--- src/rtl/soc_pkg.sv ---
// ---------------------------------------------------------------------------
// soc_pkg: shared types and AXI4-Lite encodings for the CPU bus bridge
// Rev 1.0
// ---------------------------------------------------------------------------
`default_nettype none

package soc_pkg;

   typedef enum logic [2:0] {
      IDLE = 3'd0,
      AR   = 3'd1,
      R    = 3'd2,
      AWW  = 3'd3,
      B    = 3'd4,
      RESP = 3'd5
   } bridge_state_e;

   typedef enum logic {
      OWN_IFU = 1'b0,
      OWN_LSU = 1'b1
   } owner_e;

   localparam logic [1:0] AXI_RESP_OKAY   = 2'b00;
   localparam logic [1:0] AXI_RESP_SLVERR = 2'b10;
   localparam logic [1:0] AXI_RESP_DECERR = 2'b11;

   localparam logic [2:0] AXI_PROT_INSTR  = 3'b100;
   localparam logic [2:0] AXI_PROT_DATA   = 3'b000;

   // EXOKAY cannot occur on AXI4-Lite, so only SLVERR/DECERR flag an error.
   function automatic logic axi_resp_is_err(input logic [1:0] resp);
      return (resp == AXI_RESP_SLVERR) || (resp == AXI_RESP_DECERR);
   endfunction

endpackage

`default_nettype wire

--- src/rtl/bus_arb2.sv ---
// ---------------------------------------------------------------------------
// bus_arb2: two-requester arbiter (IFU/LSU), fixed LSU priority or round-robin
// Rev 1.0
// ---------------------------------------------------------------------------
`default_nettype none

module bus_arb2
   import soc_pkg::*;
#(
   parameter int LSU_PRIO = 1
)
(
   input  logic   clock,
   input  logic   reset,
   input  logic   req_ifu_i,
   input  logic   req_lsu_i,
   input  logic   take_i,
   output logic   gnt_valid_o,
   output owner_e gnt_o
);

   localparam logic FIXED_LSU = (LSU_PRIO != 0);

   owner_e last_q;

   // On a tie the LSU wins if it is fixed-priority or if the IFU went last.
   always_comb begin
      gnt_valid_o = req_ifu_i | req_lsu_i;
      gnt_o       = OWN_IFU;
      if (req_lsu_i && (!req_ifu_i || FIXED_LSU || (last_q == OWN_IFU))) begin
         gnt_o = OWN_LSU;
      end
   end

   always_ff @(posedge clock or negedge reset) begin
      if (!reset) begin
         last_q <= OWN_IFU;
      end else if (take_i && gnt_valid_o) begin
         last_q <= gnt_o;
      end
   end

endmodule

`default_nettype wire

--- src/rtl/cpu_axil_bridge.sv ---
// ---------------------------------------------------------------------------
// cpu_axil_bridge: IFU + LSU memory ports onto one single-outstanding AXI4-Lite master
// Rev 1.0
// ---------------------------------------------------------------------------
`default_nettype none

module cpu_axil_bridge
   import soc_pkg::*;
#(
   parameter int ADDR_W   = 32,
   parameter int DATA_W   = 32,
   parameter int LSU_PRIO = 1
)
(
   input  logic                clock,
   input  logic                reset,

   input  logic                io_ifu_reqValid,
   input  logic [ADDR_W-1:0]   io_ifu_addr,
   output logic                io_ifu_respValid,
   output logic [DATA_W-1:0]   io_ifu_rdata,
   output logic                io_ifu_respErr,

   input  logic                io_lsu_reqValid,
   input  logic [ADDR_W-1:0]   io_lsu_addr,
   input  logic [1:0]          io_lsu_size,
   input  logic                io_lsu_wen,
   input  logic [DATA_W-1:0]   io_lsu_wdata,
   input  logic [DATA_W/8-1:0] io_lsu_wmask,
   output logic                io_lsu_respValid,
   output logic [DATA_W-1:0]   io_lsu_rdata,
   output logic                io_lsu_respErr,

   output logic                m_awvalid,
   input  logic                m_awready,
   output logic [ADDR_W-1:0]   m_awaddr,
   output logic [2:0]          m_awprot,
   output logic                m_wvalid,
   input  logic                m_wready,
   output logic [DATA_W-1:0]   m_wdata,
   output logic [DATA_W/8-1:0] m_wstrb,
   input  logic                m_bvalid,
   output logic                m_bready,
   input  logic [1:0]          m_bresp,
   output logic                m_arvalid,
   input  logic                m_arready,
   output logic [ADDR_W-1:0]   m_araddr,
   output logic [2:0]          m_arprot,
   input  logic                m_rvalid,
   output logic                m_rready,
   input  logic [DATA_W-1:0]   m_rdata,
   input  logic [1:0]          m_rresp
);

   localparam int STRB_W = DATA_W / 8;

   bridge_state_e       state_q;
   owner_e              owner_q;
   logic [ADDR_W-1:0]   addr_q;
   logic [DATA_W-1:0]   wdata_q;
   logic [STRB_W-1:0]   wmask_q;
   logic [2:0]          arprot_q;
   logic                arvalid_q, rready_q;
   logic                awvalid_q, wvalid_q, bready_q;
   logic                aw_done_q, w_done_q;
   logic                ifu_resp_q, lsu_resp_q;
   logic                ifu_err_q, lsu_err_q;
   logic [DATA_W-1:0]   ifu_rdata_q, lsu_rdata_q;

   logic                arb_valid;
   owner_e              arb_gnt;
   logic                aw_hs, w_hs;
   logic                unused_size;

   // The AXI4-Lite data path is always a full word; byte lanes come from wmask.
   assign unused_size = ^io_lsu_size;

   bus_arb2 #(
      .LSU_PRIO    (LSU_PRIO)
   ) u_arb (
      .clock       (clock),
      .reset       (reset),
      .req_ifu_i   (io_ifu_reqValid),
      .req_lsu_i   (io_lsu_reqValid),
      .take_i      (state_q == IDLE),
      .gnt_valid_o (arb_valid),
      .gnt_o       (arb_gnt)
   );

   assign aw_hs = awvalid_q & m_awready;
   assign w_hs  = wvalid_q  & m_wready;

   always_ff @(posedge clock or negedge reset) begin
      if (!reset) begin
         state_q     <= IDLE;
         owner_q     <= OWN_IFU;
         addr_q      <= '0;
         wdata_q     <= '0;
         wmask_q     <= '0;
         arprot_q    <= AXI_PROT_DATA;
         arvalid_q   <= 1'b0;
         rready_q    <= 1'b0;
         awvalid_q   <= 1'b0;
         wvalid_q    <= 1'b0;
         bready_q    <= 1'b0;
         aw_done_q   <= 1'b0;
         w_done_q    <= 1'b0;
         ifu_resp_q  <= 1'b0;
         lsu_resp_q  <= 1'b0;
         ifu_err_q   <= 1'b0;
         lsu_err_q   <= 1'b0;
         ifu_rdata_q <= '0;
         lsu_rdata_q <= '0;
      end else begin
         case (state_q)
            IDLE: begin
               if (arb_valid) begin
                  owner_q <= arb_gnt;
                  if (arb_gnt == OWN_LSU) begin
                     addr_q  <= io_lsu_addr;
                     wdata_q <= io_lsu_wdata;
                     wmask_q <= io_lsu_wmask;
                     if (io_lsu_wen) begin
                        state_q   <= AWW;
                        awvalid_q <= 1'b1;
                        wvalid_q  <= 1'b1;
                        aw_done_q <= 1'b0;
                        w_done_q  <= 1'b0;
                     end else begin
                        state_q   <= AR;
                        arvalid_q <= 1'b1;
                        arprot_q  <= AXI_PROT_DATA;
                     end
                  end else begin
                     addr_q    <= io_ifu_addr;
                     state_q   <= AR;
                     arvalid_q <= 1'b1;
                     arprot_q  <= AXI_PROT_INSTR;
                  end
               end
            end
            AR: begin
               if (arvalid_q && m_arready) begin
                  arvalid_q <= 1'b0;
                  rready_q  <= 1'b1;
                  state_q   <= R;
               end
            end
            R: begin
               if (rready_q && m_rvalid) begin
                  rready_q <= 1'b0;
                  state_q  <= RESP;
                  if (owner_q == OWN_IFU) begin
                     ifu_resp_q  <= 1'b1;
                     ifu_rdata_q <= m_rdata;
                     ifu_err_q   <= axi_resp_is_err(m_rresp);
                  end else begin
                     lsu_resp_q  <= 1'b1;
                     lsu_rdata_q <= m_rdata;
                     lsu_err_q   <= axi_resp_is_err(m_rresp);
                  end
               end
            end
            AWW: begin
               // Address and data channels complete independently, in either order.
               if (aw_hs) begin
                  awvalid_q <= 1'b0;
                  aw_done_q <= 1'b1;
               end
               if (w_hs) begin
                  wvalid_q <= 1'b0;
                  w_done_q <= 1'b1;
               end
               if ((aw_done_q || aw_hs) && (w_done_q || w_hs)) begin
                  bready_q <= 1'b1;
                  state_q  <= B;
               end
            end
            B: begin
               if (bready_q && m_bvalid) begin
                  bready_q    <= 1'b0;
                  lsu_resp_q  <= 1'b1;
                  lsu_rdata_q <= '0;
                  lsu_err_q   <= axi_resp_is_err(m_bresp);
                  state_q     <= RESP;
               end
            end
            RESP: begin
               ifu_resp_q <= 1'b0;
               lsu_resp_q <= 1'b0;
               state_q    <= IDLE;
            end
            default: begin
               state_q <= IDLE;
            end
         endcase
      end
   end

   assign m_awvalid        = awvalid_q;
   assign m_awaddr         = addr_q;
   assign m_awprot         = AXI_PROT_DATA;
   assign m_wvalid         = wvalid_q;
   assign m_wdata          = wdata_q;
   assign m_wstrb          = wmask_q;
   assign m_bready         = bready_q;
   assign m_arvalid        = arvalid_q;
   assign m_araddr         = addr_q;
   assign m_arprot         = arprot_q;
   assign m_rready         = rready_q;

   assign io_ifu_respValid = ifu_resp_q;
   assign io_ifu_rdata     = ifu_rdata_q;
   assign io_ifu_respErr   = ifu_err_q;
   assign io_lsu_respValid = lsu_resp_q;
   assign io_lsu_rdata     = lsu_rdata_q;
   assign io_lsu_respErr   = lsu_err_q;

endmodule

`default_nettype wire
--- config.mk ---
export PLATFORM = sky130hd
export DESIGN_NAME = cpu_axil_bridge
export DESIGN_NICKNAME = d
export VERILOG_FILES = /design/src/rtl/soc_pkg.sv /design/src/rtl/bus_arb2.sv /design/src/rtl/cpu_axil_bridge.sv
export SDC_FILE = /design/constraint.sdc
export NUM_CORES = 1
export LEC_CHECK = 0
export ABC_AREA = 1
export CELL_PAD_IN_SITES_DETAIL_PLACEMENT = 1
export CELL_PAD_IN_SITES_GLOBAL_PLACEMENT = 1
export CORE_UTILIZATION = 29
export DETAILED_ROUTE_END_ITERATION = 10
export PLACE_DENSITY_LB_ADDON = 0.1
export REMOVE_ABC_BUFFERS = 1
export SYNTH_ARGS = -nofsm -noshare
export SYNTH_HDL_FRONTEND = slang
export SYNTH_SLANG_ARGS = --single-unit
export TNS_END_PERCENT = 50
--- constraint.sdc ---
create_clock -name clock -period 1.82 [get_ports clock]
set_input_delay 0.546 -clock clock [delete_from_list [all_inputs] [get_ports clock]]
set_output_delay 0.546 -clock clock [all_outputs]
set_load 0.01 [all_outputs]
==> flow_summary.ini <==
[run_status]
status = finished, final reports clean

[drt]
vias = 6055
firstDrtPassIters = 4
avgViaCountPerCell = 4.19
ant_nets = 0
drc = 0
wl_um = 20800
wl_per_cell_um = 14.4
initialDrtViolationCount = 212

[clock_network]
htree_num_levels = 4
ctsLongestPathBuffers = 2
cts_made_buffers = 17
root_buffer = clkbuf_16
clock_latency_ns = 0.42
cts_tree = yes
clkSinkCount = 148
clk_pin_slew_ns = 0.06

[logic_synthesis]
yosysSeqAreaShare_pct = 53.3
syn_avg_cell_area_um2 = 8.46
synth_area_mm2 = 0.00694
synth.top_cell.area_share_pct = 53.3
synth_flop_cell = dfrtp_1
synth-xor-area-share_pct = 0
yosysTopAreaCell = dfrtp_1
ys_types = 34
yosys_register_bits = 148
synthArstFlopShare_pct = 100
synthAdderAreaFrac_pct = 0
synthSimpleGateAreaFrac_pct = 24.2
synthCells = 821
synth_compound_area_share_pct = 9.53
synth_edf_count = 0
yosysWarningCount = 0
ys_top_cells_by_area = dfrtp_1 (53%), nand2_1 (18%), buf_4 (4.8%), inv_1 (4.3%), o21a_1 (3.5%)
yosys-mux-area-fraction_pct = 0
synth_top_family_by_area = simple AND/OR/NAND/NOR gates

[power]
leakagePower_nw = 5.50
comb_power_share_pct = 46.2
seqPwrFrac_pct = 33.8
ir_worst_vdd_uv = 638
p_int_mw = 10.4
power_density_mw_per_mm2 = 1600
p_switching_mw = 6.64
pwr-share-clk_pct = 19.9
switching_share_pct = 38.9

[floorplan]
dieHeight_um = 157
die_w_um = 157
io_pins = 327
start_util_pct = 29.6
dieArea_mm2 = 0.0246
num_rows = 56
core_mm2 = 0.0235

[setup_path]
critPathMaxStageDelay_ns = 0.42
cp-end-kind = primary output
critPathTopFamily = flip-flops
crit_slowest_cell = dfrtp_1
crit_buf_inv = 1
path_max_fanout = 4
crit_arrival_ns = 1.17
setup.worst_path.start_class = flip-flop
path_class = reg2out
crit_required_ns = 1.27
cp_cell_sequence = dlygate4sd2_1

[placement]
dpl.hpwl_um = 15100
place_area_mm2 = 0.0103
place_congestion = 0.728
io_buffers = 317

[final_layout]
drive_gt1_share_pct = 8.61
fin_nets = 1262
fillers = 2827
final_cell_area_mm2 = 0.0107
synthToLayoutAreaGrowth_pct = 54.0
diodes = 0
final_core_util_pct = 45.6

[global_routing]
grt_pass1_wl_um = 32300
grt_pass1_vias = 5994
antenna_found_initial = 0
grt_max_degree = 61
grt_overflow = 0
grtUsageTotal_pct = 17.2

[min_path]
hold_path.class = reg2reg

[timing]
timing.final.crit_period_ns = 1.71
drv_slew = 0
setup_viol_count_final = 0
rsz0062_at_grt = no
fmax_ghz = 0.584
fin_skew_ns = 0.00997
hold_viol = 0
fin_crit_sh_pct = 94.1

[run]
drv_cap = 0
cells by family (layout without fill, tap and decap cells):
kind of cell	Yosys count	after routing
flip-flops	148	148
buffers and inverters	159	461
AO/OA/AOI/OAI	111	111
AND/OR/NAND/NOR	402	402
other	1	5
metal layers:
metal	wire length [um]	vias up	share of wire (%)	track usage, %
met5	0	-	0	0
met4	204	0	0.98	4.62
met3	1530	15	7.4	6.18
met2	10200	150	49	29.2
met1	8790	2834	42	20.5
li1	-	3056	-	-
final timing paths:
kind	start	to	slack (ns)	cells past startpoint
max	m_rready	m_rready	0.11	1
min	io_lsu_rdata[30]	io_lsu_rdata[30]	0.46	2
max reg2reg	state_q[2]	io_ifu_rdata[2]	0.27	8
min reg2reg	io_lsu_rdata[30]	io_lsu_rdata[30]	0.46	2
max in group asynchronous	reset	m_wdata[5]	0.69	3
min in group asynchronous	reset	m_araddr[11]	0.56	2
state kept, by name (all words and copies together) (netlist names), 3 cells and up:
register / flops
state_q: 3
io_ifu_rdata: 32
m_wdata: 32
m_wstrb: 4
io_lsu_rdata: 32
m_araddr: 32
power groups by stage:
stage	Combinational (mW)	Clock [mW]	Sequential, mW
floorplan	2.81	0	6.71
global placement	9.21	0	5.88
detailed placement	9.33	0	5.92
CTS	8.11	3.55	5.81
global route	8.76	3.68	5.99
finish	7.90	3.41	5.77
through the flow:
| stage | power (mW) | setup TNS, ns | std cells | setup slack [ns] | hold slack (ns) |
|---|---|---|---|---|---|
| 5_1_grt | 18.4 | 0 | 1446 | 0.0600 | 0.494 |
| 3_3_place_gp | 15.1 | -4.41 | 1412 | -0.117 | 0.444 |
| 3_5_place_dp | 15.2 | -4.40 | 1412 | -0.126 | 0.444 |
| 6_report | 17.1 | 0 | 1446 | 0.108 | 0.462 |
| 4_1_cts | 17.5 | 0 | 1446 | 0.0420 | 0.469 |
| 2_1_floorplan | 9.52 | -25.57 | 749 | -0.534 | 0.250 |
synthesized netlist by cell type, types with 2 or more instances:
library cell,n
a21oi_1,3
buf_2,10
buf_4,44
buf_6,13
clkbuf_1,7
dfrtp_1,148
inv_1,79
inv_2,2
nand2_1,324
nand2_2,17
nand2_4,2
nand3_1,9
nand4_1,3
nand4_4,2
nor2_1,37
nor2_4,2
o211ai_1,2
o21a_1,32
o21ai_0,44
o21ai_1,24
o21ai_2,4
repair_timing:
item / CTS / global route
setup buffers: 1 / 0
hold buffers: 1 / 0
hold endpoints to repair: 23 / 0
gates resized for setup: 174 / 2
endpoints found under the setup margin: 174 / 36
layout make-up:
type                            count  area [um^2]  share of cell area [%]
Sequential cell                   148         3700                    34.6
Clock buffer                       21          480                    4.49
Clock inverter                     11         92.6                   0.866
Tap cell                          319          399                    3.73
Timing Repair Buffer              346         3330                    31.2
Multi-Input combinational cell    518         2370                    22.1
Inverter                           83          317                    2.96
layout by cell type (no fill, tap or decap), types with 4 or more instances in the layout:
cell type / instances
buf_12: 13
buf_4: 15
clkbuf_16: 17
clkbuf_8: 4
clkdlybuf4s50_1: 141
clkinvlp_4: 5
conb_1: 5
dfrtp_1: 148
dlygate4sd2_1: 174
inv_1: 79
nand2_1: 324
nand2_2: 17
nand3_1: 9
nor2_1: 37
o21a_1: 32
o21ai_0: 44
o21ai_1: 24
o21ai_2: 4
Power figures use the tool's default switching activity.
